[src/rtl/spike_rate_decoder.sv]
// spike_rate_decoder: turns a neuron spike train back into numbers.
//   - ISI measurement between consecutive spike events (IDLE/MEASURE/TIMEOUT FSM)
//   - per-window spike count and Q4.16 current estimate, offered on valid/ready
// Optional macro SPIKE_EDGE_EN: count only 0->1 transitions of spike, one cycle
// later than the level-sensitive default.
module spike_rate_decoder #(
  parameter int                 WIN_LEN = 1024,
  parameter int                 ISI_W   = 16,
  parameter int                 RATE_W  = 8,
  parameter logic signed [19:0] GAIN    = 20'sh0_1000,
  parameter logic signed [19:0] OFFSET  = 20'sh0_0000
) (
  input  logic              clk,
  input  logic              reset,
  input  logic              spike,
  output logic [ISI_W-1:0]  isi,
  output logic              isi_valid,
  output logic              silent,
  output logic [RATE_W-1:0] rate,
  output logic [19:0]       i_est,
  output logic              out_valid,
  input  logic              out_ready,
  output logic              overrun
);

  localparam int                WCW      = (WIN_LEN > 2) ? $clog2(WIN_LEN) : 1;
  localparam logic [WCW-1:0]    WIN_LAST = WCW'(WIN_LEN - 1);
  localparam logic [ISI_W-1:0]  ISI_MAX  = '1;
  localparam logic [RATE_W-1:0] RATE_MAX = '1;
  localparam int                PW       = RATE_W + 20;

  // ---------------------------------------------------------------------------
  // Spike event qualification
  // ---------------------------------------------------------------------------
  logic ev;

`ifdef SPIKE_EDGE_EN
  logic spk_d, ev_q;

  // Rising-edge detect, registered so a held-high pulse yields one event.
  always_ff @(posedge clk) begin
    if (reset) begin
      spk_d <= 1'b0;
      ev_q  <= 1'b0;
    end else begin
      spk_d <= spike;
      ev_q  <= spike & ~spk_d;
    end
  end

  assign ev = ev_q;
`else
  assign ev = spike;
`endif

  // ---------------------------------------------------------------------------
  // ISI FSM
  // ---------------------------------------------------------------------------
  typedef enum logic [1:0] {IDLE, MEASURE, TIMEOUT} state_t;

  state_t           state, state_nx;
  logic [ISI_W-1:0] isi_cnt, isi_cnt_nx;
  logic             isi_ld;

  // State and interval counter registers.
  always_ff @(posedge clk) begin
    if (reset) begin
      state   <= IDLE;
      isi_cnt <= '0;
    end else begin
      state   <= state_nx;
      isi_cnt <= isi_cnt_nx;
    end
  end

  // Next state; a spike after silence restarts timing but has no prior edge to measure from.
  always_comb begin
    state_nx   = state;
    isi_cnt_nx = isi_cnt;
    isi_ld     = 1'b0;
    case (state)
      IDLE, TIMEOUT: begin
        if (ev) begin
          state_nx   = MEASURE;
          isi_cnt_nx = ISI_W'(1);
        end
      end
      MEASURE: begin
        if (ev) begin
          isi_ld     = 1'b1;
          isi_cnt_nx = ISI_W'(1);
        end else if (isi_cnt == ISI_MAX) begin
          state_nx = TIMEOUT;
        end else begin
          isi_cnt_nx = isi_cnt + 1'b1;
        end
      end
      default: state_nx = IDLE;
    endcase
  end

  assign silent = (state != MEASURE);

  // Latch the measured interval and strobe it for one cycle.
  always_ff @(posedge clk) begin
    if (reset) begin
      isi       <= '0;
      isi_valid <= 1'b0;
    end else begin
      isi_valid <= isi_ld;
      if (isi_ld) isi <= isi_cnt;
    end
  end

  // ---------------------------------------------------------------------------
  // Rate window and current estimate
  // ---------------------------------------------------------------------------
  logic [WCW-1:0]    win_cnt;
  logic [RATE_W-1:0] spk_cnt, spk_fin;
  logic              term;
  logic signed [PW-1:0] prod;
  logic signed [PW:0]   sum;
  logic [19:0]          est;

  assign term = (win_cnt == WIN_LAST);

  // Count including this cycle's event so a terminal-cycle spike lands in the closing window.
  always_comb begin
    spk_fin = spk_cnt;
    if (ev && (spk_cnt != RATE_MAX)) spk_fin = spk_cnt + 1'b1;
  end

  // Full-width product plus offset, then clamp into signed 20 bits.
  always_comb begin
    prod = $signed({20'b0, spk_fin}) * $signed({{RATE_W{GAIN[19]}}, GAIN});
    sum  = $signed({prod[PW-1], prod}) + $signed({{(PW-19){OFFSET[19]}}, OFFSET});
    if ((&sum[PW:19]) || ~(|sum[PW:19])) est = sum[19:0];
    else if (sum[PW])                    est = 20'h8_0000;
    else                                 est = 20'h7_FFFF;
  end

  // Window counters, result register and output handshake.
  always_ff @(posedge clk) begin
    if (reset) begin
      win_cnt   <= '0;
      spk_cnt   <= '0;
      rate      <= '0;
      i_est     <= '0;
      out_valid <= 1'b0;
      overrun   <= 1'b0;
    end else begin
      win_cnt <= term ? '0 : win_cnt + 1'b1;
      spk_cnt <= term ? '0 : spk_fin;
      if (term) begin
        rate      <= spk_fin;
        i_est     <= est;
        out_valid <= 1'b1;
        if (out_valid && !out_ready) overrun <= 1'b1;
      end else if (out_valid && out_ready) begin
        out_valid <= 1'b0;
      end
    end
  end

endmodule

[config.mk]
export PLATFORM = sky130hd
export DESIGN_NAME = spike_rate_decoder
export DESIGN_NICKNAME = d
export VERILOG_FILES = /design/src/rtl/spike_rate_decoder.sv
export SDC_FILE = /design/constraint.sdc
export NUM_CORES = 1
export LEC_CHECK = 0
export BUFFER_PORTS_ARGS = -buffer_cell sky130_fd_sc_hd__buf_4
export CAP_MARGIN = 20
export CORE_ASPECT_RATIO = 1.25
export CORE_MARGIN = 3
export CORE_UTILIZATION = 45
export DETAILED_ROUTE_END_ITERATION = 16
export HOLD_SLACK_MARGIN = 0.08
export PLACE_DENSITY_LB_ADDON = 0.1
export SETUP_SLACK_MARGIN = 0.05
export SYNTH_ARGS = -nofsm -noshare
export SYNTH_HDL_FRONTEND = slang
export SYNTH_SLANG_ARGS = --single-unit
[constraint.sdc]
create_clock -name clk -period 2.6 [get_ports clk]
set_clock_uncertainty 0.15 [all_clocks]
set_input_delay 0 -clock clk [delete_from_list [all_inputs] [get_ports clk]]
set_output_delay 0 -clock clk [all_outputs]
set_load 0.005 [all_outputs]
==> metrics, run 1 <==
outcome complete, no violations; prevailing post-synth register cell dfxtp_1; # rows 33; DRT antenna net count 0; CTS tree yes; Core ar. 6610 um2; Final GP Congestion 0.840; Power Total 0.00220 W; worst slew pin tran 754 ps; Post-Syn Area 3080 um2; met3 Use GR 4.66%; sequential area share after synthesis 45.4%; CP Launch Type flop; fillers 621; min cycle time layout 2340 ps; Setup violations, final 0; Mapped Nets 379; Die Wd 80.0 um; grt met2 use 32.5%; first-pass GRT wire length 12,000 um; crit path max fanout 7; Buf/Inv on CP 2; Critical Path AT 2480 ps; Initial Util 46.7%; CP max stage cell dlygate4sd3_1; nets 418; RSZ-0062 raised after global routing false; initial antenna violation count 0; min-delay worst type reg2reg; CTS Buf Count 9; First DRT Iteration DRCs 164; postcts setup bufs 0; number of synthesized flops with an enable pin 0; total routed wirelength 7090 um; largest net degree at the start of global routing 50; MaxCap Viol Count 0; Die Ht 98.6 um; clk slew on worst S/H paths 80 ps; met1 GRT Util 22.9%; Tcrit/Tclk final 90.0%; Antenna diodes 0; most frequent cells in the layout 70 x dfxtp_1, 57 x buf_4, 52 x nand2_1; Pleak 1.36 nW; Max Slew Vio Count 0; grt ovf 0; Max IR drop VDD 370 uV; Clock Sinks 70; Max clock buf depth 2; endpoints failing hold 0; Via density 5.45; CP required 2740 ps; DRC 0; Total GRT Usage 19.1%; Syn. warnings 0; wire per inst 14.1 um; HPWL after DPL 4870 um; vias in the first global route 2,537; Largest delay share family, worst path buffers and inverters; IO Count 52; crit path cell chain ha_1 > nand3_2 > nor4_2 > buf_4 > a21oi_1 > nor3_1 > dlygate4sd3_1; synthesis-to-finish area growth 20.6%; Skew-Pair Late Insertion Delay 340 ps; CP max stage delay 560 ps; Slew headroom 49.4%; top achievable clock speed 427 MHz; Crit Path Class reg2reg; root buffer cell clkbuf_8; setup TNS 0 ps; vias post-DR 2,740; Critical Path End Type flop; IO buf count 50; grt peak-use layer met2; first-pass iteration count of the detailed router 4; CTS HTree Levels 3; Syn Inst Count 372; most common cell after layout, fill and taps aside dfxtp_1; Synth Register Bits 70; PwrDens 590 nW/um2; asr flop ratio synth 0%; die area 7890 um2; Cell variety after synth 47; share of cells above drive strength 1 18.8%; Synth Area per Inst 8.29 um2
## what timing repair did
action,CTS,global route
endpoints found under the hold margin,49,0
hold buffers,5,0
gates resized for setup,0,0
## area by class of cell
type | instances | area, um2 | area share (%)
clock buffers | 11 | 151 | 4.07
clock inverters | 5 | 81.3 | 2.19
inverters | 13 | 48.8 | 1.31
multi-input cells | 255 | 1450 | 39.0
flip-flops and latches | 70 | 1400 | 37.7
well taps | 87 | 109 | 2.93
repair buffers | 62 | 478 | 12.8
## tightest hold or removal path, delay by kind of cell, from the launching register on
| kind | cells | cell delay [ps] |
|---|---|---|
| flip-flops | 1 | 310 |
| AND/OR/NAND/NOR | 1 | 50 |
| AO/OA/AOI/OAI | 1 | 50 |
## routing by layer
| layer | vias to the layer above | wire (um) | share of wire, % |
|---|---|---|---|
| met1 | 1274 | 3020 | 43 |
| met2 | 65 | 3620 | 51 |
| met4 | 0 | 116 | 1.6 |
| met5 | - | 0 | 0 |
| li1 | 1390 | - | - |
| met3 | 11 | 335 | 4.7 |
## kinds of logic (layout without fill, tap and decap cells)
family                   Yosys count  in the layout  synth area share (%)
flip-flops                        70             70                  45.4
XOR/XNOR                          12             12                  3.41
AND/OR/NAND/NOR                  153            153                  24.1
buffers and inverters             47             91                  7.50
AO/OA/AOI/OAI                     84             84                  17.5
other                              1              1                 0.122
adder cells (fa/ha/maj)            3              3                  1.22
multiplexers                       2              2                 0.649
## sequential cells by signal, indices dropped and copies added (netlist names)
name       count
isi_valid      1
isi_cnt       16
win_cnt       10
rate           7
overrun        1
out_valid      1
i_est          8
spk_cnt        8
state          2
isi           16
## power breakdown
part | internal, W | leakage (nW) | total [W] | switching [W]
logic | 0.0000307 | 0.679 | 0.0000925 | 0.0000618
registers | 0.00108 | 0.566 | 0.00110 | 0.0000126
clock network | 0.000593 | 0.116 | 0.00101 | 0.000415
total | 0.00171 | 1.36 | 0.00220 | 0.000489
## path summary, 6_finish.rpt
kind,from,endpoint,slack [ps],cells after the start
max,isi_cnt[0],state[1],260,7
min reg2reg,isi[9],isi[9],310,2
max reg2reg,isi_cnt[0],state[1],260,7
min,isi[9],isi[9],310,2
## synthesized netlist by cell type (3+ instances only)
cell      number  area (um2)
dfxtp_1       70        1400
nand2_1       52         195
nor2_1        43         161
a21oi_1       30         150
a211oi_1      17         128
clkbuf_1      16        60.1
buf_4         13        97.6
nand4_1       13        81.3
inv_1         12        45.0
nand3_1       11        55.1
nor3_1         8        40.0
xnor2_1        7        61.3
and4_1         6        52.6
a31oi_1        5        31.3
buf_2          5        25.0
o21ai_1        5        25.0
xor2_1         5        43.8
o211ai_1       4        30.0
o21ai_0        4        20.0
o31ai_1        4        30.0
and3_1         3        18.8
ha_1           3        37.5
nand3b_1       3        22.5
or4_1          3        22.5
## through the flow
step	instance area (um2)	cells	hold WS (ps)	util (%)	setup slack, ps
after floorplan	3080	372	53.8	-	550
after global placement	3440	482	173	52.0	418
after detailed placement	3440	482	173	52.0	365
after CTS	3720	503	307	56.3	259
after global routing	3720	503	328	56.3	105
final	3720	503	308	56.3	260
Note: power is estimated with default switching activity, not from simulation.
==> inputs of run 2 (changes only) <==
--- a/config.mk
+++ b/config.mk
@@ -5,12 +5,12 @@
 export SDC_FILE = /design/constraint.sdc
 export NUM_CORES = 1
 export LEC_CHECK = 0
-export BUFFER_PORTS_ARGS = -buffer_cell sky130_fd_sc_hd__buf_4
 export CAP_MARGIN = 20
 export CORE_ASPECT_RATIO = 1.25
 export CORE_MARGIN = 3
-export CORE_UTILIZATION = 45
+export CORE_UTILIZATION = 40
 export DETAILED_ROUTE_END_ITERATION = 16
+export DONT_BUFFER_PORTS = 1
 export HOLD_SLACK_MARGIN = 0.08
 export PLACE_DENSITY_LB_ADDON = 0.1
 export SETUP_SLACK_MARGIN = 0.05
==> metrics, run 2 (synthesis gave the netlist of run 1 again) <==
IO buf count 0 (was 50); # rows 35 (was 33); first-pass GRT wire length 12,600 um (was 12,000 um); reg2reg start state[0] (was isi_cnt[0]); CTS HTree Levels 3 (unchanged); vias in the first global route 2,546 (was 2,537); IO Count 52 (unchanged); vias post-DR 2,590 (was 2,740); crit path max fanout 16 (was 7); total routed wirelength 7390 um (was 7090 um); Max clock buf depth 2 (unchanged); Skew-Pair Late Insertion Delay 340 ps (about the same); Tcrit/Tclk final 87.8% (was 90.0%); largest net degree at the start of global routing 50 (unchanged); worst slew pin tran 774 ps (was 754 ps); most common cell after layout, fill and taps aside dfxtp_1 (unchanged); CP required 2740 ps (about the same); CTS Buf Count 9 (unchanged); setup TNS 0 ps (unchanged); Clock Sinks 70 (unchanged); Die Wd 84.5 um (was 80.0 um); Via density 5.59 (was 5.45); endpoints failing hold 0 (unchanged); grt ovf 0 (unchanged); Core ar. 7440 um2 (was 6610 um2); share of cells above drive strength 1 8.89% (was 18.8%); synthesis-to-finish area growth 9.86% (was 20.6%); Crit Reg-Reg Endpoint isi[6] (was state[1]); wire per inst 16.0 um (was 14.1 um); final core occ 45.5% (was 56.3%); Initial Util 41.4% (was 46.7%); clk slew on worst S/H paths 80 ps (about the same); Pleak 1.11 nW (was 1.36 nW); DRC 0 (unchanged); die area 8810 um2 (was 7890 um2); Setup violations, final 0 (unchanged); Max Slew Vio Count 0 (unchanged); Reg2Reg Setup Slack 320 ps (was 260 ps); MaxCap Viol Count 0 (unchanged); Final GP Congestion 0.834 (was 0.840); root buffer cell clkbuf_8 (unchanged); HPWL after DPL 5070 um (was 4870 um); first-pass iteration count of the detailed router 5 (was 4); nets 373 (was 418); top achievable clock speed 438 MHz (was 427 MHz); CP max stage delay 550 ps (was 560 ps); Critical Path End Type flop (unchanged); most frequent cells in the layout 70 x dfxtp_1, 51 x nand2_1, 43 x nor2_1 (was 70 x dfxtp_1, 57 x buf_4, 52 x nand2_1); postcts setup bufs 0 (unchanged); outcome complete, no violations (unchanged); Crit. Startpoint state[0] (was isi_cnt[0]); Setup crit end isi[6] (was state[1]); Slew headroom 48.0% (was 49.4%); min cycle time layout 2280 ps (was 2340 ps); fillers 745 (was 621); PwrDens 636 nW/um2 (was 590 nW/um2); initial antenna violation count 0 (unchanged); DRT antenna net count 0 (unchanged); Antenna diodes 0 (unchanged); Die Ht 104 um (was 98.6 um); CTS tree yes (unchanged); Max IR drop VDD 316 uV (was 370 uV); biggest registers after layout isi (16), isi_cnt (16), win_cnt (10) (unchanged); Critical Path AT 2430 ps (was 2480 ps); Buf/Inv on CP 2 (unchanged); Crit Path Class reg2reg (unchanged); worst reg-to-reg path cell count 6 (was 7); First DRT Iteration DRCs 223 (was 164); Largest delay share family, worst path buffers and inverters (unchanged); RSZ-0062 raised after global routing false (unchanged); CP Launch Type flop (unchanged); cell depth of the worst setup path 6 (was 7); Total GRT Usage 17.7% (was 19.1%); crit path cell chain nor2b_1 > buf_4 > and2_2 > nand2_1 > a21oi_1 > dlygate4sd3_1 (was ha_1 > nand3_2 > nor4_2 > buf_4 > a21oi_1 > nor3_1 > dlygate4sd3_1); CP max stage cell dlygate4sd3_1 (unchanged); min-delay worst type in2reg (was reg2reg)
-- run 2: cell types whose count changed in the layout (fill, tap and decap cells not counted), sizes merged --
cell and change:
clkinvlp -1, buf -45, clkbuf +1
-- run 2: worst min-delay path: cells and delay by family --
family / cells / cell delay, ps
buf+inv: 2 / 600
compound gates: 1 / 60
simple gates: 1 / 80
-- run 2: worst min-delay path by stage --
stage | cells after the start | slack (ps) | from | endpoint
after floorplan | 3 | 50 | out_ready | out_valid
after global placement | 1 | -80 | reset | isi[10]
after detailed placement | 1 | -70 | reset | isi[10]
after CTS | 3 | 90 | spike | isi[9]
after global routing | 4 | 310 | out_ready | out_valid
final | 4 | 280 | out_ready | out_valid
-- run 2: power breakdown --
group	total (W)	switching, W	internal [W]
clock network	0.000966	0.000401	0.000564
registers	0.00110	0.0000130	0.00108
logic	0.0000925	0.0000627	0.0000298
total	0.00215	0.000477	0.00168
-- run 2: layer usage --
| metal | part of all wire (%) | vias up | track usage (%) |
|---|---|---|---|
| met5 | 0 | - | 0 |
| met3 | 5.4 | 17 | 4.44 |
| met2 | 49 | 71 | 28.9 |
| met1 | 43 | 1213 | 21.5 |
| li1 | - | 1289 | - |
| met4 | 2.4 | 0 | 8.71 |
-- run 2: through the flow --
step	setup WS, ps	cell area, um2	hold WS, ps	instances	total power [W]
2_1_floorplan	550	3080	53.8	372	0.00118
3_3_place_gp	399	3100	-75.5	441	0.00119
3_5_place_dp	353	3100	-73.8	441	0.00119
4_1_cts	94.9	3370	87.9	462	0.00218
5_1_grt	121	3390	315	463	0.00224
6_report	317	3390	285	463	0.00215
-- run 2: cell type report --
| cell class | count | area, um2 | area share (%) |
|---|---|---|---|
| multi-input cells | 255 | 1460 | 42.9 |
| flip-flops and latches | 70 | 1400 | 41.4 |
| repair buffers | 17 | 153 | 4.51 |
| clock buffers | 12 | 145 | 4.28 |
| well taps | 92 | 115 | 3.40 |
| clock inverters | 4 | 70.1 | 2.07 |
| inverters | 13 | 48.8 | 1.44 |
-- run 2: repair_timing --
item	in CTS	in global routing
endpoints found under the setup margin	0	1
endpoints found under the hold margin	69	16
hold buffers	5	1
resized for setup	0	2
==> inputs of run 3 (changes only) <==
--- a/config.mk
+++ b/config.mk
@@ -9,10 +9,12 @@
 export CORE_ASPECT_RATIO = 1.25
 export CORE_MARGIN = 3
 export CORE_UTILIZATION = 40
+export CTS_BUF_LIST = sky130_fd_sc_hd__clkbuf_8 sky130_fd_sc_hd__clkbuf_16
+export CTS_CLUSTER_DIAMETER = 60
 export DETAILED_ROUTE_END_ITERATION = 16
 export DONT_BUFFER_PORTS = 1
 export HOLD_SLACK_MARGIN = 0.08
-export PLACE_DENSITY_LB_ADDON = 0.1
+export PLACE_DENSITY = 0.62
 export SETUP_SLACK_MARGIN = 0.05
 export SYNTH_ARGS = -nofsm -noshare
 export SYNTH_HDL_FRONTEND = slang
==> metrics, run 3 (synthesis gave the netlist of run 1 again) <==
initial antenna violation count 0 (unchanged); Via density 5.72 (was 5.59); share of cells above drive strength 1 8.67% (was 8.89%); DRT antenna net count 0 (unchanged); Slew headroom 49.9% (was 48.0%); first-pass iteration count of the detailed router 4 (was 5); CP required 2730 ps (was 2740 ps); Power Total 0.00214 W (was 0.00215 W); sw frac 23.2% (was 22.1%); Final GP Congestion 0.893 (was 0.834); most frequent cells in the layout 70 x dfxtp_1, 51 x nand2_1, 43 x nor2_1 (unchanged); Clk pwr share 44.6% (was 44.8%); Comb pwr share 4.2% (was 4.3%); largest net degree at the start of global routing 49 (was 50); top achievable clock speed 436 MHz (was 438 MHz); endpoints failing hold 0 (unchanged); total routed wirelength 7190 um (was 7390 um); # rows 35 (unchanged); min cycle time layout 2290 ps (was 2280 ps); Max IR drop VDD 457 uV (was 316 uV); CTS HTree Levels 3 (unchanged); Core ar. 7440 um2 (unchanged); first-pass GRT wire length 12,100 um (was 12,600 um); IO buf count 0 (unchanged); clk slew on worst S/H paths 70 ps (was 80 ps); most common cell after layout, fill and taps aside dfxtp_1 (unchanged); Int Pwr 0.00165 W (was 0.00168 W); setup TNS 0 ps (unchanged); CP Launch Type flop (unchanged); nets 372 (was 373); Critical Path End Type flop (unchanged); Initial Util 41.4% (unchanged); Crit Path Class reg2reg (unchanged); worst slew pin tran 747 ps (was 774 ps); CTS Buf Count 9 (unchanged); grt ovf 0 (unchanged); vias in the first global route 2,610 (was 2,546); RSZ-0062 raised after global routing false (unchanged); CTS tree yes (unchanged); synthesis-to-finish area growth 9.57% (was 9.86%); Clock Sinks 70 (unchanged); crit path max fanout 8 (was 16); biggest registers after layout isi (16), isi_cnt (16), win_cnt (10) (unchanged); Critical Path AT 2420 ps (was 2430 ps); Total GRT Usage 16.9% (was 17.7%); Skew-Pair Late Insertion Delay 350 ps (was 340 ps); outcome complete, no violations (unchanged); wire per inst 15.6 um (was 16.0 um); Reg power frac 51.1% (was 50.9%); root buffer cell clkbuf_8 (unchanged); Max clock buf depth 2 (unchanged); Max Slew Vio Count 0 (unchanged); Antenna diodes 0 (unchanged); Tcrit/Tclk final 88.2% (was 87.8%); MaxCap Viol Count 0 (unchanged); post-place setup slack 349 ps (was 353 ps); Inst Count DP 439 (was 441); switching pwr 0.000497 W (was 0.000477 W); Die Ht 104 um (unchanged); die area 8810 um2 (unchanged); fillers 757 (was 745); Die Wd 84.5 um (unchanged); vias post-DR 2,635 (was 2,590); First DRT Iteration DRCs 133 (was 223); Setup violations, final 0 (unchanged); PwrDens 634 nW/um2 (was 636 nW/um2); IO Count 52 (unchanged); DRC 0 (unchanged); final worst-path setup slack 307 ps (was 317 ps); min-delay worst type in2reg (unchanged); final non-filler cell total 461 (was 463); HPWL after DPL 4700 um (was 5070 um); Pleak 1.11 nW (about the same)
==> run 3: cell types whose count changed in the layout (fill, tap and decap cells not counted), sizes merged <==
cell         previous run  this run
clkinv                  2         4
clkbuf                 12         9
dlygate4sd3             5         6
buf                    12        10
==> run 3: final cells by class <==
type / count / area [um2] / area share, %
clock inverter: 6 / 87.6 / 2.59
inverter: 13 / 48.8 / 1.44
sequential: 70 / 1400 / 41.5
tap: 92 / 115 / 3.41
timing repair buffer: 16 / 148 / 4.37
clock buffer: 9 / 124 / 3.67
multi-input combinational: 255 / 1460 / 43.1
==> run 3: final timing paths <==
| check | startpoint | endpoint | slack [ps] | depth (start not counted) |
|---|---|---|---|---|
| max | isi_cnt[0] | isi_cnt[3] | 310 | 5 |
| min | out_ready | overrun | 310 | 4 |
| max reg2reg | isi_cnt[0] | isi_cnt[3] | 310 | 5 |
| min reg2reg | isi[15] | isi[15] | 330 | 2 |
==> run 3: routing by layer <==
metal / vias up / GRT usage (%) / part of all wire [%]
met5: - / 0 / 0
met4: 0 / 9.39 / 2.8
met3: 16 / 4.91 / 5.3
met2: 75 / 28.4 / 50
met1: 1252 / 18.8 / 42
li1: 1292 / - / -
==> run 3: critical path, stage by stage (launching register included) <==
cell,delay [ps]
dfxtp_1,440
ha_1,260
nand3_2,140
or4_1,710
a311o_1,370
a31oi_1,160
==> run 3: metrics by stage <==
step	cell area, um2	util [%]	hold slack (ps)
after floorplan	3080	-	53.8
after global placement	3080	41.4	-75.1
after detailed placement	3080	41.4	-73.6
after CTS	3370	45.2	92.1
after global routing	3380	45.4	348
final	3380	45.4	309
==> run 3: what timing repair did <==
| action | in CTS | in global routing |
|---|---|---|
| endpoints found under the hold margin | 64 | 15 |
| setup buffers | 0 | 0 |
| hold buffers | 6 | 1 |
| resized for setup | 0 | 2 |
| setup endpoints to repair | 0 | 2 |
==> run 3: power by group through the flow <==
| stage | clock, W | sequential [W] | combinational, W |
|---|---|---|---|
| finish | 0.000956 | 0.00110 | 0.0000908 |
| global route | 0.00103 | 0.00110 | 0.000103 |
| CTS | 0.000986 | 0.00110 | 0.0000895 |
| detailed placement | 0 | 0.00112 | 0.0000659 |
| global placement | 0 | 0.00112 | 0.0000647 |
| floorplan | 0 | 0.00112 | 0.0000672 |
